[config.mk]
export PLATFORM = sky130hd
export DESIGN_NAME = sd_split_flat
export DESIGN_NICKNAME = d
export VERILOG_FILES = /design/src/rtl/sd_split_pkg.sv /design/src/rtl/sd_split_if.sv /design/src/rtl/sd_split_rdpipe.sv /design/src/rtl/sd_split.sv /design/src/flat_wrapper.sv
export SDC_FILE = /design/constraint.sdc
export NUM_CORES = 1
export LEC_CHECK = 0
export ABC_CLOCK_PERIOD_IN_PS = 2000
export CELL_PAD_IN_SITES_DETAIL_PLACEMENT = 2
export CELL_PAD_IN_SITES_GLOBAL_PLACEMENT = 2
export CORE_AREA = 2 2 105 107
export DETAILED_ROUTE_END_ITERATION = 8
export DIE_AREA = 0 0 107 109
export DONT_BUFFER_PORTS = 1
export GPL_ROUTABILITY_DRIVEN = 1
export PLACE_DENSITY_LB_ADDON = 0.1
export SLEW_MARGIN = 20
export SYNTH_ARGS = -nofsm -noshare
export SYNTH_HDL_FRONTEND = slang
export SYNTH_SLANG_ARGS = --single-unit
export TNS_END_PERCENT = 5
[constraint.sdc]
create_clock -name clk -period 2 [get_ports clk]
set_input_delay 0.6 -clock clk [delete_from_list [all_inputs] [get_ports clk]]
set_output_delay 0.6 -clock clk [all_outputs]
set_load 0.01 [all_outputs]
[src/rtl/sd_split_pkg.sv]
// sd_split_pkg: shared FSM state type, beat-select constants, read-latency limits and half-word helpers for sd_split
package sd_split_pkg;
  typedef enum logic [2:0] {IDLE, BEAT0, BEAT1, DRAIN, RESP} state_t;
  localparam logic BEAT_LO = 1'b0;
  localparam logic BEAT_HI = 1'b1;
  localparam int RD_LAT_MIN = 1;
  localparam int RD_LAT_MAX = 4;
  localparam int CNT_W = $clog2(RD_LAT_MAX + 1);
  function automatic int clamp_lat(int l);
    return l < RD_LAT_MIN ? RD_LAT_MIN : (l > RD_LAT_MAX ? RD_LAT_MAX : l);
  endfunction
  function automatic logic [15:0] half(logic [31:0] w, logic sel);
    return sel == BEAT_HI ? w[31:16] : w[15:0];
  endfunction
endpackage

[src/rtl/sd_split_if.sv]
// sd_split_if: mapper SD port (sd_req/sd_ready/sd_addr/sd_we/sd_wdata/sd_rdata/sd_rvalid) plus 16-bit RAM port (ram_addr/ram_we/ram_wdata/ram_rdata); slave = sd_split, master = mapper+RAM side
interface sd_split_if #(parameter int SD_AW = 3);
  logic sd_req, sd_ready, sd_we, sd_rvalid, ram_we;
  logic [SD_AW-1:0] sd_addr;
  logic [31:0] sd_wdata, sd_rdata;
  logic [SD_AW:0] ram_addr;
  logic [15:0] ram_wdata, ram_rdata;
  modport slave (input sd_req, sd_addr, sd_we, sd_wdata, ram_rdata, output sd_ready, sd_rdata, sd_rvalid, ram_addr, ram_we, ram_wdata);
  modport master (output sd_req, sd_addr, sd_we, sd_wdata, ram_rdata, input sd_ready, sd_rdata, sd_rvalid, ram_addr, ram_we, ram_wdata);
endinterface

[src/rtl/sd_split_rdpipe.sv]
// sd_split_rdpipe: RD_LAT-deep read-tag shift pipe (clk, reset sync clear, tag_vld/tag_sel in) strobing capture_lo/capture_hi when a beat's RAM data is valid
module sd_split_rdpipe import sd_split_pkg::*; #(
  parameter int RD_LAT = 1
) (
  input  logic clk,
  input  logic reset,
  input  logic tag_vld,
  input  logic tag_sel,
  output logic capture_lo,
  output logic capture_hi
);
  logic [RD_LAT-1:0][1:0] pipe;
  always_ff @(posedge clk)
    if (reset) pipe <= '0;
    else begin
      pipe[0] <= {tag_vld, tag_sel};
      for (int i = 1; i < RD_LAT; i++) pipe[i] <= pipe[i-1];
    end
  assign capture_lo = pipe[RD_LAT-1][1] && pipe[RD_LAT-1][0] == BEAT_LO;
  assign capture_hi = pipe[RD_LAT-1][1] && pipe[RD_LAT-1][0] == BEAT_HI;
endmodule

[src/rtl/sd_split.sv]
// sd_split: 32-bit SD request responder split into two 16-bit RAM beats (clk, reset, sd_split_if.slave sd); define SD_SPLIT_HI_FIRST_EN to issue the high half first
module sd_split import sd_split_pkg::*; #(
  parameter int SD_AW = 3,
  parameter int RD_LAT = 1
) (
  input  logic clk,
  input  logic reset,
  sd_split_if.slave sd
);
  localparam int LAT = clamp_lat(RD_LAT);
`ifdef SD_SPLIT_HI_FIRST_EN
  localparam logic FIRST = BEAT_HI;
`else
  localparam logic FIRST = BEAT_LO;
`endif
  state_t state, state_n;
  logic [SD_AW-1:0] addr_q;
  logic we_q;
  logic [31:0] wdata_q;
  logic [CNT_W-1:0] cnt;
  logic [15:0] lo_q, hi_q, ram_wdata_q;
  logic [SD_AW:0] ram_addr_q;
  logic ram_we_q, accept, cap_lo, cap_hi;
  assign accept = sd.sd_req && sd.sd_ready;
  always_comb begin
    state_n = state == IDLE  ? (accept ? BEAT0 : IDLE) :
              state == BEAT0 ? BEAT1 :
              state == BEAT1 ? (we_q ? IDLE : DRAIN) :
              state == DRAIN ? (cnt == CNT_W'(1) ? RESP : DRAIN) : IDLE;
  end
  always_ff @(posedge clk)
    state <= reset ? IDLE : state_n;
  // RAM-side outputs are registered one step ahead so each beat's address/data sits on the bus for the whole BEAT cycle and holds afterwards
  always_ff @(posedge clk)
    if (reset) begin
      addr_q <= '0;
      we_q <= 1'b0;
      wdata_q <= '0;
      cnt <= '0;
      lo_q <= '0;
      hi_q <= '0;
      ram_addr_q <= '0;
      ram_wdata_q <= '0;
      ram_we_q <= 1'b0;
    end else begin
      if (accept) begin
        addr_q <= sd.sd_addr;
        we_q <= sd.sd_we;
        wdata_q <= sd.sd_wdata;
        ram_addr_q <= {sd.sd_addr, FIRST};
        ram_wdata_q <= half(sd.sd_wdata, FIRST);
        ram_we_q <= sd.sd_we;
      end
      if (state == BEAT0) begin
        ram_addr_q <= {addr_q, ~FIRST};
        ram_wdata_q <= half(wdata_q, ~FIRST);
      end
      if (state == BEAT1) begin
        ram_we_q <= 1'b0;
        cnt <= CNT_W'(LAT);
      end
      if (state == DRAIN) cnt <= cnt - 1'b1;
      if (cap_lo) lo_q <= sd.ram_rdata;
      if (cap_hi) hi_q <= sd.ram_rdata;
    end
  sd_split_rdpipe #(.RD_LAT(LAT)) u_rdpipe (
    .clk(clk),
    .reset(reset),
    .tag_vld(!we_q && (state == BEAT0 || state == BEAT1)),
    .tag_sel(state == BEAT0 ? FIRST : ~FIRST),
    .capture_lo(cap_lo),
    .capture_hi(cap_hi)
  );
  assign sd.sd_ready = state == IDLE && !reset;
  assign sd.sd_rvalid = state == RESP && !reset;
  assign sd.sd_rdata = {hi_q, lo_q};
  assign sd.ram_addr = ram_addr_q;
  assign sd.ram_we = ram_we_q && !reset;
  assign sd.ram_wdata = ram_wdata_q;
endmodule

[src/flat_wrapper.sv]
// flat-port wrapper written by rule: the top's interface ports become plain ports
module sd_split_flat import sd_split_pkg::*;
#(
  parameter int SD_AW = 3,
  parameter int RD_LAT = 1
)
  (clk, reset, sd_sd_req, sd_sd_addr, sd_sd_we, sd_sd_wdata, sd_ram_rdata, sd_sd_ready, sd_sd_rdata, sd_sd_rvalid, sd_ram_addr, sd_ram_we, sd_ram_wdata);
  sd_split_if #(.SD_AW(SD_AW)) sd_i ();
  input  logic clk;
  input  logic reset;
  input wire logic [$bits(sd_i.sd_req)-1:0] sd_sd_req;
  input wire logic [$bits(sd_i.sd_addr)-1:0] sd_sd_addr;
  input wire logic [$bits(sd_i.sd_we)-1:0] sd_sd_we;
  input wire logic [$bits(sd_i.sd_wdata)-1:0] sd_sd_wdata;
  input wire logic [$bits(sd_i.ram_rdata)-1:0] sd_ram_rdata;
  output wire logic [$bits(sd_i.sd_ready)-1:0] sd_sd_ready;
  output wire logic [$bits(sd_i.sd_rdata)-1:0] sd_sd_rdata;
  output wire logic [$bits(sd_i.sd_rvalid)-1:0] sd_sd_rvalid;
  output wire logic [$bits(sd_i.ram_addr)-1:0] sd_ram_addr;
  output wire logic [$bits(sd_i.ram_we)-1:0] sd_ram_we;
  output wire logic [$bits(sd_i.ram_wdata)-1:0] sd_ram_wdata;
  assign sd_i.sd_req = sd_sd_req;
  assign sd_i.sd_addr = sd_sd_addr;
  assign sd_i.sd_we = sd_sd_we;
  assign sd_i.sd_wdata = sd_sd_wdata;
  assign sd_i.ram_rdata = sd_ram_rdata;
  assign sd_sd_ready = sd_i.sd_ready;
  assign sd_sd_rdata = sd_i.sd_rdata;
  assign sd_sd_rvalid = sd_i.sd_rvalid;
  assign sd_ram_addr = sd_i.ram_addr;
  assign sd_ram_we = sd_i.ram_we;
  assign sd_ram_wdata = sd_i.ram_wdata;
  sd_split #(.SD_AW(SD_AW), .RD_LAT(RD_LAT)) u_core (.clk(clk), .reset(reset), .sd(sd_i));
endmodule
Word level (Yosys, flattened, before mapping)
Index checks and enable logic that the tools add are counted.

Add/sub/neg operators: 1. Equality and inequality tests: 5. Mux-type cells: 14. Bitwise logic cells: 1. Reductions and logical operators: 14.

Operators with widths (count): 16-bit 2-to-1 mux (2); 3-bit 2-to-1 mux (7); 4-bit 2-to-1 mux (2); 1-bit logical AND (7); 3-bit by 1-bit equality test with 1-bit output (second input constant) (2); 3-bit by 2-bit equality test with 1-bit output (second input constant) (2); 2-bit nonzero test (2); 3-bit equality test (second input constant) (1); 3-bit zero test (1); 3-bit by 1-bit subtractor with 3-bit output (second input constant) (1); 1-bit zero test (2); 1-bit 2-to-1 mux (2); 2-bit 2-to-1 mux (1); 2-bit OR reduction (1); 1-bit logical OR (1); 1-bit inverter (1).

Register bits after elaboration: 97. Output and inout port bits: 55. Word-level logic and storage cells: 46.

Depth between registers and ports, before layout
Gate-level depths: netlist of the first run.

Word-level depth: 6. Mapped depth: 7. Mapped depth without buffers: 5.

Hierarchy
From an unflattened synthesis of the first run, not the netlist that was laid out.

Cell total of the unflattened synthesis: 350. Area total of the unflattened synthesis: 3210.6 um^2.

Modules (own cells, without submodules): sd_split (instances 1, cells an instance 344, area an instance 3140.5 um^2, sequential area each 1581.5 um^2); sd_split_rdpipe (instances 1, cells an instance 6, area an instance 70.1 um^2, sequential area each 40.0 um^2).

Least setup slack after synthesis of the first run
OpenSTA, ideal clock, no wires.

Path type: input-to-output. Start point: input port reset. End point: output port sd_sd_ready. Arrival: 1.519 ns. Required time: 1.400 ns. Setup slack: -0.119 ns. Stages: 4. Path buffers: 2. Cell sequence: or4_4 -> buf_6 -> clkinv_4 -> buf_2.

Longest elaborated chain between the ends: 2.

Ends and longest elaborated chain: start, declared (RTL line flat_wrapper.sv:10) `input logic reset;`; 1-bit zero test (RTL line sd_split.sv:74) `assign sd.sd_ready = state == IDLE && !reset;`; 1-bit logical AND (RTL line sd_split.sv:74); end, declared (RTL line flat_wrapper.sv:16) `output wire logic [$bits(sd_i.sd_ready)-1:0] sd_sd_ready;`.

No other way between the ends.

Worst setup path in the final report of the first run
Start point: register u_core.state[1]. End point: output port sd_sd_ready.

Longest elaborated chain between the ends: 2.

Ends and longest elaborated chain: start, declared (RTL line sd_split.sv:16) `state_t state, state_n;`; start signal, assigned (RTL line sd_split.sv:32) `state <= reset ? IDLE : state_n;`; 3-bit zero test (RTL line sd_split.sv:74); 1-bit logical AND (RTL line sd_split.sv:74).

No other way between the ends.

==> impl_metrics.csv, run 1 <==
group,metric,value,unit
drt,route.vias.total,2706,
placement,port_buffers,0,
grt,grt.busiest_layer,"met2",
timing,drv_slew,0,
worst_setup_path,critPathKind,"reg -> out",
timing,period_share,98.9,%
floorplanning,initial_utilization,30.1,%
cts,numCtsBuffers,9,
grt,grt_pass1_wl,15.6,mm
cts,clkLatencyLatePin,0.35,ns
worst_setup_path,crit_chain,"or4_4 -> clkinv_8",
grt,use_met3,6.22,%
outcome,outcome,"complete, no violations",
worst_setup_path,cpMaxStageDelayCell,"or4_4",
worst_setup_path,cp.buffers_inverters,1,
cts,clock-root-buffer,"clkbuf_8",
grt,overflow,0,
floorplanning,fp.dieW,107,um
power,power.total,3.49,mW
synth,postSynthAreaPerCell,8.22,um^2
drt,routed_wl,9.76,mm
floorplanning,fp.dieH,109,um
grt,met1_usage,20.1,%
finish,drive_gt1_share,9.66,%
power,seqPwrFrac,52.2,%
timing,timing.setup.tns,0,ns
grt,grt_pass1_vias,2854,
placement,hpwl,6.50,mm
synth,ys_types,33,
placement,gp_congestion,0.715,
cts,htree_num_levels,3,
synth,synth_flop_cell,"dfxtp_1",
cts,clock-sinks,81,
power,clock_power_share,37.6,%
worst_setup_path,cp_max_fo,11,
power,p_sw,933,uW
finish,antenna_cells,0,
drt,vias_per_cell,5.17,
worst_setup_path,reg2reg_depth,5,
power,power.internal,2.56,mW
floorplanning,ios,110,
timing,setup_viol,0,
synth,synthCells,388,
floorplanning,num_rows,38,
grt,grt_max_degree,85,
timing,finalHoldViolations,0,
drt,firstDrtPassIters,4,
cts,path_clk_slew,0.08,ns
synth,yosysSeqAreaShare,50.8,%
timing,period_needed,1.98,ns
grt,antenna_found_initial,0,
worst_setup_path,r2r_end,"u_core.sd.ram_wdata[7]",
synth,async_flop_share,0,%
worst_setup_path,crit_start,"u_core.state[1]",
power,p_comb_share,10.2,%
timing,max-slew-margin-rel,54.0,%
power,peakVddDrop,0.000307,V
synth,synth-seq-cells,81,
worst_setup_path,end_kind,"output port",
synth,synth_edf_count,0,
drt,drc,0,
worst_setup_path,endpoint,"sd_sd_ready",
floorplanning,die-area,0.0117,mm^2
power,powerDensity,986,mW/mm^2
timing,fin_worst_skew,0.00910,ns
run,maxCapViolCount,0,
drt,ant_nets,0,
floorplanning,fp.coreArea,0.0106,mm^2
worst_setup_path,crit_path_start_kind,"register",
worst_setup_path,crit_required,1.40,ns
power,p_leak,1.18,nW
timing,grt_setup_unrepaired,"yes",
worst_setup_path,crit_family,"simple AND/OR/NAND/NOR gates",
finish,fin_nets,435,
drt,drtIter0Drc,123,
grt,grtUsageTotal,17.4,%
timing,fmax,0.506,GHz
finish,syn2layout_area_growth,11.1,%
worst_setup_path,timing.rr.start,"u_core.state[1]",
worst_setup_path,worst_path_largest_cell_delay,0.57,ns
synth,syn_area,0.00319,mm^2
worst_setup_path,r2r_setup_slack,0.24,ns
cts,cts_tree,"built",
power,switching_share,26.7,%
timing,worstMarginPinSlew,0.689,ns
synth,synth_warnings,0,
synth,syn-num-nets,445,
cts,hold_buffers,0,
cts,cts_buffer_depth,2,
worst_setup_path,arrival,1.38,ns
grt,use_met2,29.3,%
drt,wl_per_cell,18.7,um
worst_setup_path,worstSetupPathDepth,2,
min_path,hp-class,"in -> reg",
state kept, by name (all words and copies together) (netlist names):
name                  cells
u_core.ram_we_q           1
u_core.sd.ram_addr        4
u_core.lo_q              16
u_core.cnt                3
u_core.sd.ram_wdata      16
u_core.u_rdpipe.pipe      2
u_core.hi_q              16
u_core.state              3
u_core.addr_q             3
u_core.we_q               1
u_core.wdata_q           16
metrics by stage:
stage | instances | hold WS (ns) | setup slack (ns) | instance area [um^2] | utilization (%)
final | 523 | 0.309 | 0.0224 | 3540 | 33.4
after global routing | 523 | 0.282 | -0.0204 | 3540 | 33.4
after CTS | 523 | 0.297 | 0.00711 | 3540 | 33.4
after detailed placement | 506 | 0.455 | 0.0618 | 3320 | 31.4
after global placement | 506 | 0.433 | 0.117 | 3320 | 31.4
after floorplan | 388 | 0.414 | -0.0252 | 3220 | -
what timing repair did:
action	CTS	global route
gates resized for setup	1	0
pin swaps	1	0
setup endpoints to repair	1	1
buffers inserted	1	0
kinds of logic after synthesis:
logic type,share of synthesized area [%]
compound gates,21.3
simple gates,21.2
flops,50.8
xor+xnor,0.275
fa+ha+maj,0.784
buf+inv,5.57
layout by cell type, fill, tap and decap left out, drive strengths merged:
master,Yosys,routed
nand3b,2,2
clkbuf,28,10
clkinv,1,4
nor4b,2,2
nand2,70,70
clkinvlp,0,1
xnor2,1,1
or3b,1,1
nand2b,19,19
bufinv,0,2
a21oi,40,40
and2,1,1
nor2,20,20
nand3,21,21
o32ai,1,1
o21ai,39,39
ha,2,2
nor2b,4,4
or4,1,1
buf,7,14
nor4,1,1
o211ai,3,3
a31oi,19,19
and3,1,1
nor3b,1,1
dfxtp,81,81
a211oi,18,18
nand4b,1,1
inv,3,3
synth_stat cells (all sizes together) (3+ instances only):
| cell type | count | share of area [%] |
|---|---|---|
| dfxtp | 81 | 51 |
| nand2 | 70 | 8.2 |
| a21oi | 40 | 6.3 |
| o21ai | 39 | 6.1 |
| clkbuf | 28 | 3.3 |
| nand3 | 21 | 3.3 |
| nor2 | 20 | 2.4 |
| a31oi | 19 | 3.7 |
| nand2b | 19 | 3.7 |
| a211oi | 18 | 4.2 |
| buf | 7 | 1.6 |
| nor2b | 4 | 0.78 |
| inv | 3 | 0.35 |
| o211ai | 3 | 0.71 |
area by class of cell:
type / instances / area, um^2
well taps: 140 / 175
fillers: 1245 / 7060
multi-input cells: 268 / 1400
inverters: 4 / 27.5
clock inverters: 6 / 82.6
flip-flops and latches: 81 / 1620
clock buffers: 10 / 128
repair buffers: 14 / 105
layer usage:
| layer | part of all wire [%] | wire length, um | vias up |
|---|---|---|---|
| met2 | 48 | 4690 | 87 |
| met5 | 0 | 0 | - |
| met3 | 8.8 | 861 | 9 |
| li1 | - | - | 1313 |
| met4 | 1.4 | 137 | 0 |
| met1 | 42 | 4070 | 1297 |
power groups by stage:
stage	Clock [mW]	Combinational [mW]	Sequential, mW
after CTS	1.37	0.368	1.83
after global routing	1.45	0.409	1.84
after detailed placement	0	0.362	1.86
after global placement	0	0.347	1.86
final	1.31	0.356	1.83
after floorplan	0	0.306	1.84
worst register-to-register path, delay by kind of cell (launching register included):
kind / cells / cell delay, ns
DFF: 1 / 0.36
AOI/OAI and AO/OA: 2 / 0.34
and+or+nand+nor: 1 / 0.57
buffers and inverters: 2 / 0.38
how the worst min path moves through the flow:
stage / slack, ns / cells after the start / to / from
after global placement: 0.43 / 2 / u_core.cnt[1] / u_core.cnt[1]
after floorplan: 0.41 / 1 / u_core.u_rdpipe.pipe[1] / u_core.we_q
after CTS: 0.30 / 1 / u_core.addr_q[0] / reset
final: 0.31 / 1 / u_core.sd.ram_wdata[5] / reset
after global routing: 0.28 / 1 / u_core.sd.ram_wdata[5] / reset
after detailed placement: 0.46 / 1 / u_core.state[2] / u_core.cnt[2]
No activity file was read; power rests on OpenSTA's default activity.
==> inputs of run 2 (changes only) <==
--- a/config.mk
+++ b/config.mk
@@ -8,10 +8,9 @@
 export ABC_CLOCK_PERIOD_IN_PS = 2000
 export CELL_PAD_IN_SITES_DETAIL_PLACEMENT = 2
 export CELL_PAD_IN_SITES_GLOBAL_PLACEMENT = 2
-export CORE_AREA = 2 2 105 107
+export CORE_AREA = 2 2 121 123
 export DETAILED_ROUTE_END_ITERATION = 8
-export DIE_AREA = 0 0 107 109
-export DONT_BUFFER_PORTS = 1
+export DIE_AREA = 0 0 123 125
 export GPL_ROUTABILITY_DRIVEN = 1
 export PLACE_DENSITY_LB_ADDON = 0.1
 export SLEW_MARGIN = 20
==> run 2 against run 1 <==
Count of clock-buffer cells in the layout grew 4. Global-route usage shrank 1.7 points. The flow now finishes with violations (setup timing). Die area grew 32%. Maximum frequency shrank 2.3%. Register-to-register slack lost 0.11 ns. Critical path type is now in -> out. First-iteration DRC count grew 26%.
==> impl_metrics.csv, run 2 (same netlist as run 1, synthesis figures left out) <==
group,metric,value,unit
finish,mostFrequentLayoutCell,"clkdlybuf4s50_1",
cts,cts_buffer_depth,2,
placement,place_area,0.00452,mm^2
worst_setup_path,r2r_end,"u_core.sd.ram_wdata[5]",
worst_setup_path,cp.buffers_inverters,3,
cts,clock-root-buffer,"clkbuf_16",
placement,dpl_worst_slack,-0.490,ns
run,maxCapViolCount,0,
power,p_sw,1.08,mW
cts,cts_tree,"built",
worst_setup_path,crit_path_start_kind,"input pin",
timing,fin_ws,-0.0245,ns
finish,final_area,0.00481,mm^2
worst_setup_path,timing.rr.start,"u_core.state[1]",
drt,drc,0,
power,seqPwrFrac,43.1,%
floorplanning,die-area,0.0154,mm^2
grt,overflow,0,
floorplanning,fp.coreArea,0.0142,mm^2
grt,grtUsageTotal,15.7,%
cts,hold_buffers,0,
floorplanning,fp.dieW,123,um
worst_setup_path,crit_required,1.40,ns
placement,port_buffers,109,
grt,grt_max_degree,69,
finish,syn2layout_area_growth,50.8,%
min_path,holdPathEnd,"u_core.lo_q[5]",
drt,vias_per_cell,4.63,
grt,grt_pass1_vias,3413,
placement,dp.cells,666,
cts,post-cts-setup-buffers,0,
power,peakVddDrop,0.000310,V
timing,hold_slack,0.455,ns
drt,route.vias.total,3157,
power,power.total,4.14,mW
floorplanning,ios,110,
min_path,hp-class,"reg -> reg",
outcome,failed_checks,"setup timing",
worst_setup_path,arrival,1.42,ns
finish,drive_gt1_share,8.84,%
timing,period_share,101,%
timing,grt_setup_unrepaired,"yes",
power,switching_share,26.0,%
placement,hpwl,7.76,mm
floorplanning,initial_utilization,22.5,%
drt,routed_wl,11.5,mm
timing,setup_viol,1,
finish,fin_util,33.9,%
worst_setup_path,reg2reg_depth,5,
placement,gp_congestion,0.734,
finish,fin_nets,550,
timing,fmax,0.494,GHz
power,powerDensity,861,mW/mm^2
worst_setup_path,cp_max_fo,3,
power,p_comb_share,16.6,%
timing,drv_slew,0,
drt,drtIter0Drc,155,
cts,clock-sinks,81,
grt,grt_pass1_wl,18.6,mm
grt,antenna_found_initial,0,
worst_setup_path,crit_family,"simple AND/OR/NAND/NOR gates",
worst_setup_path,crit_chain,"buf_2 -> or4_4 -> clkinv_8 -> buf_6",
timing,fin_worst_skew,0.00314,ns
floorplanning,fp.dieH,125,um
worst_setup_path,end_kind,"output port",
worst_setup_path,critPathKind,"in -> out",
timing,timing.setup.tns,-0.0245,ns
outcome,outcome,"complete, but fails checks",
worst_setup_path,cpMaxStageDelayCell,"or4_4",
timing,period_needed,2.02,ns
timing,worstMarginPinSlew,0.712,ns
power,p_leak,1.65,nW
worst_setup_path,r2r_setup_slack,0.13,ns
drt,ant_nets,0,
finish,layout_common_cells,"105 x clkdlybuf4s50_1, 80 x dfxtp_1, 70 x nand2_1",
drt,firstDrtPassIters,4,
power,clock_power_share,40.4,%
timing,finalHoldViolations,0,
min_path,hold_start,"u_core.lo_q[5]",
cts,path_clk_slew,0.06,ns
cts,numCtsBuffers,9,
min_path,hold-path-cell-count,2,
cts,htree_num_levels,3,
floorplanning,num_rows,44,
worst_setup_path,worst_path_largest_cell_delay,0.54,ns
finish,antenna_cells,0,
finish,finalNonFillerCells,682,
drt,wl_per_cell,16.8,um
timing,max-slew-margin-rel,52.5,%
cts,clkLatencyLatePin,0.34,ns
power,power.internal,3.07,mW
==> run 2: final cells by class <==
type	instances	area [um^2]
clock inverters	2	37.5
repair buffers	129	1230
well taps	184	230
inverters	4	27.5
fillers	1632	9390
flip-flops and latches	81	1620
clock buffers	14	254
multi-input cells	268	1410
==> run 2: timing repair <==
action,CTS,global route
endpoints found under the setup margin,3,1
pin swaps,1,0
gates resized for setup,15,0
hold endpoints to repair,0,0
==> run 2: worst reg2reg max path, delay by kind of cell (launching register included) <==
| family | cells | cell delay [ns] |
|---|---|---|
| compound gates | 2 | 0.44 |
| simple gates | 1 | 0.58 |
| flops | 1 | 0.32 |
| buf+inv | 2 | 0.42 |
==> run 2: worst max-delay path by stage <==
stage,from,end,slack (ns),cells after the start
after floorplan,reset,sd_sd_ready,-0.03,4
after global placement,reset,sd_sd_ready,-0.49,4
after detailed placement,reset,sd_sd_ready,-0.49,4
after CTS,u_core.state[1],sd_sd_ready,-0.03,3
after global routing,u_core.state[1],sd_sd_ready,-0.05,3
final,reset,sd_sd_ready,-0.02,4
==> run 2: power groups by stage <==
stage	Clock (mW)	Sequential, mW	Combinational (mW)
5_1_grt	1.81	1.80	0.761
4_1_cts	1.74	1.79	0.704
6_report	1.67	1.78	0.686
2_1_floorplan	0	1.84	0.306
3_5_place_dp	0	1.82	0.696
3_3_place_gp	0	1.82	0.683
==> run 2: metal layers <==
layer / global-route usage (%) / up-vias / routed length, um / share of wire [%]
met4: 6.62 / 0 / 211 / 1.8
met1: 21.0 / 1534 / 5390 / 47
met5: 0 / - / 0 / 0
met2: 24.5 / 67 / 5380 / 47
li1: - / 1543 / - / -
met3: 3.19 / 13 / 499 / 4.3
